[config.mk]
export PLATFORM = sky130hd
export DESIGN_NAME = mvau_wmem_seq
export DESIGN_NICKNAME = d
export VERILOG_FILES = /design/src/rtl/mvau_wmem_seq.sv
export SDC_FILE = /design/constraint.sdc
export NUM_CORES = 1
export LEC_CHECK = 0
export CAP_MARGIN = 20
export CORE_MARGIN = 5
export CORE_UTILIZATION = 41
export DETAILED_ROUTE_END_ITERATION = 8
export GPL_ROUTABILITY_DRIVEN = 0
export PLACE_DENSITY = 0.61
export SLEW_MARGIN = 10
export SYNTH_ARGS = -nofsm -noshare
export SYNTH_HDL_FRONTEND = slang
export SYNTH_SLANG_ARGS = --single-unit
[constraint.sdc]
create_clock -name aclk -period 7.4 [get_ports aclk]
set_input_delay 2.22 -clock aclk [delete_from_list [all_inputs] [get_ports aclk]]
set_output_delay 2.22 -clock aclk [all_outputs]
set_load 0.01 [all_outputs]
[src/rtl/mvau_wmem_seq.sv]
// mvau_wmem_seq: sweeps one PE lane's weight memory per repetition and streams words through a credit-guarded 2-entry FIFO
module mvau_wmem_seq #(
    parameter int SIMD         = 2,
    parameter int TW           = 1,
    parameter int WMEM_DEPTH   = 4,
    parameter int WMEM_ADDR_BW = 4,
    parameter int REP_BW       = 16
) (
    input  logic                    aclk,
    input  logic                    aresetn,
    input  logic                    start,
    input  logic [REP_BW-1:0]       num_reps,
    output logic                    busy,
    output logic                    done,
    output logic [WMEM_ADDR_BW-1:0] wmem_addr,
    input  logic [SIMD*TW-1:0]      wmem_out,
    output logic [SIMD*TW-1:0]      wgt_data,
    output logic                    wgt_valid,
    input  logic                    wgt_ready,
    output logic                    wgt_last
);
    localparam int W = SIMD * TW;
    localparam logic [1:0] S_IDLE  = 2'd0;
    localparam logic [1:0] S_RUN   = 2'd1;
    localparam logic [1:0] S_DRAIN = 2'd2;
    localparam logic [WMEM_ADDR_BW-1:0] LAST_ADDR = WMEM_ADDR_BW'(WMEM_DEPTH - 1);

    logic [1:0]              state_q, state_d;
    logic [WMEM_ADDR_BW-1:0] addr_q, addr_d;
    logic [REP_BW-1:0]       rep_q, rep_d, reps_q, reps_d;
    logic                    iss_q, iss_d, iss_last_q, iss_last_d;
    logic                    done_q, done_d;
    logic [W-1:0]            d0_q, d0_d, d1_q, d1_d;
    logic                    l0_q, l0_d, l1_q, l1_d;
    logic [1:0]              cnt_q, cnt_d;
    logic                    pop, issue, at_last;
    logic [2:0]              credit;

    assign busy      = state_q != S_IDLE;
    assign done      = done_q;
    assign wmem_addr = addr_q;
    assign wgt_valid = cnt_q != 2'd0;
    assign wgt_data  = d0_q;
    assign wgt_last  = l0_q & wgt_valid;

    // Credit check: the read in flight plus the words held after this cycle's pop must leave a free slot
    always_comb begin
        pop     = wgt_valid & wgt_ready;
        credit  = {1'b0, cnt_q} + {2'b0, iss_q} - {2'b0, pop};
        issue   = (state_q == S_RUN) & (credit < 3'd2);
        at_last = addr_q == LAST_ADDR;
    end

    // Sequencer: address/repetition walk and IDLE/RUN/DRAIN transitions
    always_comb begin
        state_d    = state_q;
        addr_d     = addr_q;
        rep_d      = rep_q;
        reps_d     = reps_q;
        done_d     = 1'b0;
        iss_d      = issue;
        iss_last_d = issue & at_last;
        if (state_q == S_IDLE) begin
            if (start) begin
                done_d  = num_reps == '0;
                state_d = (num_reps == '0) ? S_IDLE : S_RUN;
                addr_d  = '0;
                rep_d   = '0;
                reps_d  = num_reps;
            end
        end else if (state_q == S_RUN) begin
            if (issue) begin
                addr_d  = at_last ? '0 : addr_q + 1'b1;
                rep_d   = at_last ? rep_q + 1'b1 : rep_q;
                state_d = (at_last && rep_q == reps_q - 1'b1) ? S_DRAIN : S_RUN;
            end
        end else if (cnt_d == 2'd0 && !iss_q) begin
            state_d = S_IDLE;
            done_d  = 1'b1;
        end
    end

    // Output FIFO: slot 0 is the head; a returning read lands in the first slot left free after the pop
    always_comb begin
        d0_d  = d0_q;
        d1_d  = d1_q;
        l0_d  = l0_q;
        l1_d  = l1_q;
        cnt_d = cnt_q + {1'b0, iss_q} - {1'b0, pop};
        if (pop) begin
            d0_d = d1_q;
            l0_d = l1_q;
        end
        if (iss_q) begin
            if (cnt_q - {1'b0, pop} == 2'd0) begin
                d0_d = wmem_out;
                l0_d = iss_last_q;
            end else begin
                d1_d = wmem_out;
                l1_d = iss_last_q;
            end
        end
    end

    // State registers with asynchronous reset
    always_ff @(posedge aclk or negedge aresetn) begin
        if (!aresetn) begin
            state_q    <= S_IDLE;
            addr_q     <= '0;
            rep_q      <= '0;
            reps_q     <= '0;
            iss_q      <= 1'b0;
            iss_last_q <= 1'b0;
            done_q     <= 1'b0;
            d0_q       <= '0;
            d1_q       <= '0;
            l0_q       <= 1'b0;
            l1_q       <= 1'b0;
            cnt_q      <= 2'd0;
        end else begin
            state_q    <= state_d;
            addr_q     <= addr_d;
            rep_q      <= rep_d;
            reps_q     <= reps_d;
            iss_q      <= iss_d;
            iss_last_q <= iss_last_d;
            done_q     <= done_d;
            d0_q       <= d0_d;
            d1_q       <= d1_d;
            l0_q       <= l0_d;
            l1_q       <= l1_d;
            cnt_q      <= cnt_d;
        end
    end
endmodule
==> results of run 1 <==
registers in the layout, summed over array words and instances (netlist names):
signal,cells
wgt_data,2
cnt_q,2
d1_q,2
l0_q,1
rep_q,16
reps_q,16
state_q,2
wmem_addr,4
l1_q,1
iss_q,1
iss_last_q,1
done,1
metrics by stage:
step                hold slack [ns]  std cells  power (uW)  area (um2)  utilization (%)
floorplan                     0.446        275         575        2750                -
global placement              0.470        379         674        3140             48.9
detailed placement            0.483        379         685        3140             48.9
CTS                           0.507        387         860        3240             50.4
global route                  0.532        387         912        3240             50.4
finish                        0.499        387         847        3240             50.4
worst min-delay path: stages (launching register included):
cell,delay [ns]
dfrtp_1,0.35
nand2_1,0.05
o21ai_0,0.06
per-layer routing:
layer  routed length [um]  GRT usage (%)  share of wire, %  up-vias
met5                    0              0                 0        -
met4                   99           4.83               1.7        0
li1                     -              -                 -     1037
met1                 2970           21.4                50      982
met2                 2630           23.2                44       40
met3                  282           3.85               4.7        8
cells by family after synthesis:
| family | count (synthesis) | share of synthesized area [%] |
|---|---|---|
| xor+xnor | 31 | 9.88 |
| mux | 21 | 8.47 |
| buf+inv | 19 | 2.59 |
| flops | 49 | 44.6 |
| compound gates | 39 | 9.24 |
| fa+ha+maj | 7 | 3.46 |
| simple gates | 109 | 21.8 |
area by class of cell:
class	instances	area [um2]
inverter	14	52.6
clock inverter	2	17.5
fill	597	3180
sequential	49	1230
multi-input combinational	207	1450
clock buffer	6	82.6
timing repair buffer	32	313
tap	77	96.3
cells in the mapped netlist, types with 3 or more instances:
cell type / number
mux2i_1: 3
mux2_2: 18
a31oi_1: 3
and2_1: 3
xor2_1: 15
dfrtp_1: 49
o21ai_0: 16
xnor2_1: 16
nor2_1: 26
and3_1: 6
clkbuf_1: 5
nand2_1: 25
nand4_1: 7
or3_1: 6
ha_1: 6
a21oi_1: 10
nand3_1: 7
inv_1: 14
nor3_1: 5
nor4_1: 5
path summary, 6_finish.rpt:
check | startpoint | endpoint | cells past startpoint
worst min register to register | iss_last_q$_DFF_PN0_ | l0_q$_DFF_PN0_ | 2
worst max-delay path | wgt_ready | rep_q[13]$_DFFE_PN0P_ | 11
min in group asynchronous | aresetn | l0_q$_DFF_PN0_ | 2
max in group asynchronous | aresetn | rep_q[4]$_DFFE_PN0P_ | 2
worst min-delay path | iss_last_q$_DFF_PN0_ | l0_q$_DFF_PN0_ | 2
worst max register to register | cnt_q[1]$_DFF_PN0_ | rep_q[13]$_DFFE_PN0P_ | 12
report_power, final:
part / switching, uW / internal [uW] / total [uW] / leakage [uW]
registers: 50.2 / 320 / 370 / 0.000629
logic: 161 / 146 / 306 / 0.000712
clock network: 93.1 / 77.7 / 171 / 0.0000518
total: 304 / 543 / 847 / 0.00139
==> flow_metrics.env, run 1 <==
export IMPL_status="finished, final reports clean"
export IMPL_setup_violations=0
export IMPL_grt_setup_unrepaired="no"
export IMPL_cts_tree="done"
export IMPL_antenna_found_initial=0
export IMPL_fin_ws_ns=2.14
export IMPL_peakVddDrop_uv=114
export IMPL_yosysSeqAreaShare_pct=44.6
export IMPL_maxSlewViolCount=0
export IMPL_synthTopCellsByArea="dfrtp_1 (45%), mux2_2 (7.4%), xnor2_1 (5.1%), xor2_1 (4.8%), nor2_1 (3.6%)"
export IMPL_postSynthCellCount=275
export IMPL_r2r_slack_ns=3.79
export IMPL_layout_commonest_cell="dfrtp_1"
export IMPL_cts_htree_levels=2
export IMPL_via_per_inst=5.34
export IMPL_postCtsHoldBufs=0
export IMPL_crit_required_ns=7.63
export IMPL_die_height_um=91.9
export IMPL_coreArea_um2=6420
export IMPL_synth_top_area_cell="dfrtp_1"
export IMPL_final_cell_mix="dfrtp_1 (49), clkdlybuf4s50_1 (30), nor2_1 (26), nand2_1 (25), mux2_2 (18)"
export IMPL_p_leak_uw=0.00139
export IMPL_io_buffer_count=31
export IMPL_dieArea_um2=8440
export IMPL_std_cell_rows=29
export IMPL_hp_class="flip-flop to flip-flop"
export IMPL_critPathMaxStageDelay_ns=0.63
export IMPL_synth_net_count=304
export IMPL_cts_sinks=49
export IMPL_synth_cell_type_count=45
export IMPL_grt_max_degree=50
export IMPL_synth_top_area_share_pct=44.6
export IMPL_wl_mm=5.98
export IMPL_max_slew_margin_pct=51.0
export IMPL_p_per_area_nw_per_um2=262
export IMPL_crit_fanout=7
export IMPL_slowest_stage="o31ai_1"
export IMPL_path_clk_slew_ns=0.10
export IMPL_drt_iter0_drc=69
export IMPL_place_ws_ns=1.82
export IMPL_numCtsBuffers=5
export IMPL_grt_first_pass_wirelength_mm=10.3
export IMPL_dr_pass1_iters=4
export IMPL_start_kind="input pin"
export IMPL_fin_setup_tns_ns=0
export IMPL_clock_root_buffer="clkbuf_8"
export IMPL_finalNetCount=338
export IMPL_synthFlopType="dfrtp_1"
export IMPL_path_class="input pin to flip-flop"
export IMPL_cp_buffers_inverters=3
export IMPL_clock_fmax_mhz=190
export IMPL_dp_hpwl_mm=4.55
export IMPL_drive_gt1_share_pct=11.9
export IMPL_wire_per_inst_um=15.4
export IMPL_post_cts_buffers=0
export IMPL_arrival_ns=5.49
export IMPL_cap_violations=0
export IMPL_ant_nets=0
export IMPL_clk_insertion_delay_late_ns=0.31
export IMPL_worst_pin_slew_ns=0.733
export IMPL_vias=2067
export IMPL_grt_remaining_overflow=0
export IMPL_drc=0
export IMPL_ys_warn_count=0
export IMPL_start_util_pct=42.8
export IMPL_finalCriticalPeriod_ns=5.26
export IMPL_die_w_um=91.9
export IMPL_fin_skew_ns=0.00969
export IMPL_syn_area_um2=2750
export IMPL_io_pins=32
export IMPL_path_cells="clkdlybuf4s50_1 > nand2_1 > inv_1 > ha_1 > inv_1 > ha_1 > fa_1 > o31ai_1 > nand4_1 > or3_1 > a21oi_1"
export IMPL_crit_path_end_kind="flip-flop"
export IMPL_final_hold_viol_count=0
export IMPL_async_reset_ff_share_pct=100
export IMPL_cts_resized_gates=0
export IMPL_area_growth_pct=17.8
export IMPL_cp_top_family="simple AND/OR/NAND/NOR gates"
export IMPL_ys_ff_latch=49
export IMPL_timing_final_crit_share_pct=71.1
export IMPL_syn_area_per_cell_um2=10.0
export IMPL_grt_pass1_vias=2093
export IMPL_antenna_cells=0
export IMPL_cts_buffer_depth=2
export IMPL_grt_total_usage_pct=15.2
export IMPL_synth_edf_count=0
Note: power is estimated with default switching activity, not from simulation.
==> run 2, diff against run 1 <==
==> constraint.sdc (replaced) <==
create_clock -name aclk -period 5.4 [get_ports aclk]
set_input_delay 1.62 -clock aclk [delete_from_list [all_inputs] [get_ports aclk]]
set_output_delay 1.62 -clock aclk [all_outputs]
set_load 0.01 [all_outputs]
==> flow_metrics.env, run 2 (same netlist as run 1, synthesis figures left out) <==
export IMPL_seq_power_share_pct=40.7
export IMPL_die_w_um=91.9
export IMPL_area_growth_pct=19.3
export IMPL_start_util_pct=42.8
export IMPL_cts_resized_gates=0
export IMPL_maxSlewViolCount=0
export IMPL_die_height_um=91.9
export IMPL_vias=2087
export IMPL_grt_pass1_vias=2019
export IMPL_power_frac_clock_pct=24.8
export IMPL_drt_iter0_drc=64
export IMPL_finalNetCount=339
export IMPL_cap_violations=0
export IMPL_max_slew_margin_pct=53.2
export IMPL_finalCriticalPeriod_ns=4.39
export IMPL_timing_final_crit_share_pct=81.4
export IMPL_worstRegToRegCells=13
export IMPL_grt_max_degree=50
export IMPL_p_comb_share_pct=34.5
export IMPL_fin_setup_tns_ns=0
export IMPL_peakVddDrop_uv=132
export IMPL_setup_violations=0
export IMPL_worst_pin_slew_ns=0.700
export IMPL_fin_ws_ns=1.01
export IMPL_dieArea_um2=8440
export IMPL_crit_fanout=7
export IMPL_p_per_area_nw_per_um2=380
export IMPL_cts_buffer_depth=2
export IMPL_dr_pass1_iters=4
export IMPL_cts_htree_levels=2
export IMPL_grt_remaining_overflow=0
export IMPL_fill_cells=592
export IMPL_ant_nets=0
export IMPL_grt_setup_unrepaired="no"
export IMPL_final_cell_mix="dfrtp_1 (49), clkdlybuf4s50_1 (30), nor2_1 (26), nand2_1 (25), mux2_2 (18)"
export IMPL_final_hold_viol_count=0
export IMPL_p_leak_uw=0.00141
export IMPL_wl_mm=6.01
export IMPL_post_cts_buffers=0
export IMPL_swShare_pct=33.2
export IMPL_dp_hpwl_mm=4.49
export IMPL_drive_gt1_share_pct=12.2
export IMPL_hold_worst_slack_ns=0.487
export IMPL_clk_insertion_delay_late_ns=0.31
export IMPL_io_buffer_count=31
export IMPL_hp_class="flip-flop to flip-flop"
export IMPL_numCtsBuffers=5
export IMPL_coreArea_um2=6420
export IMPL_internal_power_uw=832
export IMPL_antenna_cells=0
export IMPL_status="finished, final reports clean"
export IMPL_crit_path_end_kind="flip-flop"
export IMPL_antenna_found_initial=0
export IMPL_io_pins=32
export IMPL_clock_fmax_mhz=228
export IMPL_layout_commonest_cell="dfrtp_1"
export IMPL_path_clk_slew_ns=0.09
export IMPL_wire_per_inst_um=15.5
export IMPL_start_kind="input pin"
export IMPL_arrival_ns=4.62
export IMPL_grt_total_usage_pct=14.7
export IMPL_grt_first_pass_wirelength_mm=10.0
export IMPL_std_cell_rows=29
export IMPL_via_per_inst=5.38
export IMPL_power_switching_uw=413
export IMPL_drc=0
export IMPL_place_ws_ns=0.734
export IMPL_path_class="input pin to flip-flop"
export IMPL_cts_tree="done"
export IMPL_fin_skew_ns=0.00547
export IMPL_crit_required_ns=5.63
export IMPL_hold_depth=2
export IMPL_postCtsHoldBufs=0
export IMPL_cts_sinks=49
export IMPL_clock_root_buffer="clkbuf_8"
## run 2: cell count changes in the layout (fill, tap and decap cells not counted), sizes merged
cell / before / now
inv: 15 / 14
bufinv: 0 / 2
clkbuf: 6 / 5
buf: 2 / 3
## run 2: final cells by class
class | instances | area, um2 | area share [%]
Multi-Input combinational cell | 207 | 1450 | 44.2
Tap cell | 77 | 96.3 | 2.94
Clock buffer | 5 | 68.8 | 2.10
Timing Repair Buffer | 33 | 320 | 9.76
Inverter | 14 | 52.6 | 1.60
Sequential cell | 49 | 1230 | 37.4
Clock inverter | 3 | 65.1 | 1.98
## run 2: routing by layer
metal,global-route usage (%),wire [um],vias to the layer above
met5,0,0,-
met4,3.34,29,0
met3,4.26,250,2
met2,21.9,2590,36
met1,21.1,3140,1011
li1,-,-,1038
## run 2: final timing paths
check                                startpoint                      to  slack, ns
setup / recovery                      wgt_ready   rep_q[13]$_DFFE_PN0P_       1.01
hold reg to reg            iss_last_q$_DFF_PN0_          l0_q$_DFF_PN0_       0.49
hold / removal             iss_last_q$_DFF_PN0_          l0_q$_DFF_PN0_       0.49
setup reg to reg             cnt_q[1]$_DFF_PN0_   rep_q[13]$_DFFE_PN0P_       2.09
min in group asynchronous               aresetn          l0_q$_DFF_PN0_       1.41
max in group asynchronous               aresetn  reps_q[10]$_DFFE_PN0P_       3.56
## run 2: power groups by stage
| stage | Sequential [uW] | Clock [uW] | Combinational (uW) |
|---|---|---|---|
| after global placement | 513 | 0 | 423 |
| after detailed placement | 514 | 0 | 430 |
| final | 507 | 309 | 429 |
| after CTS | 507 | 314 | 434 |
| after global routing | 517 | 329 | 486 |
| after floorplan | 499 | 0 | 288 |
## run 2: stage by stage
step	power, uW	cells	util (%)	cell area, um2
finish	1250	388	51.1	3280
floorplan	788	275	-	2750
CTS	1260	388	51.1	3280
global placement	937	380	49.0	3150
global route	1330	388	51.1	3280
detailed placement	945	380	49.0	3150
## run 2: worst max-delay path, stage by stage
cell and delay (ns):
clkdlybuf4s50_1 0.40, nand2_1 0.17, inv_1 0.07, ha_1 0.27, inv_1 0.06, ha_1 0.18
fa_1 0.49, o31ai_1 0.32, buf_4 0.19, nand4_1 0.27, or3_1 0.44, a21oi_1 0.14
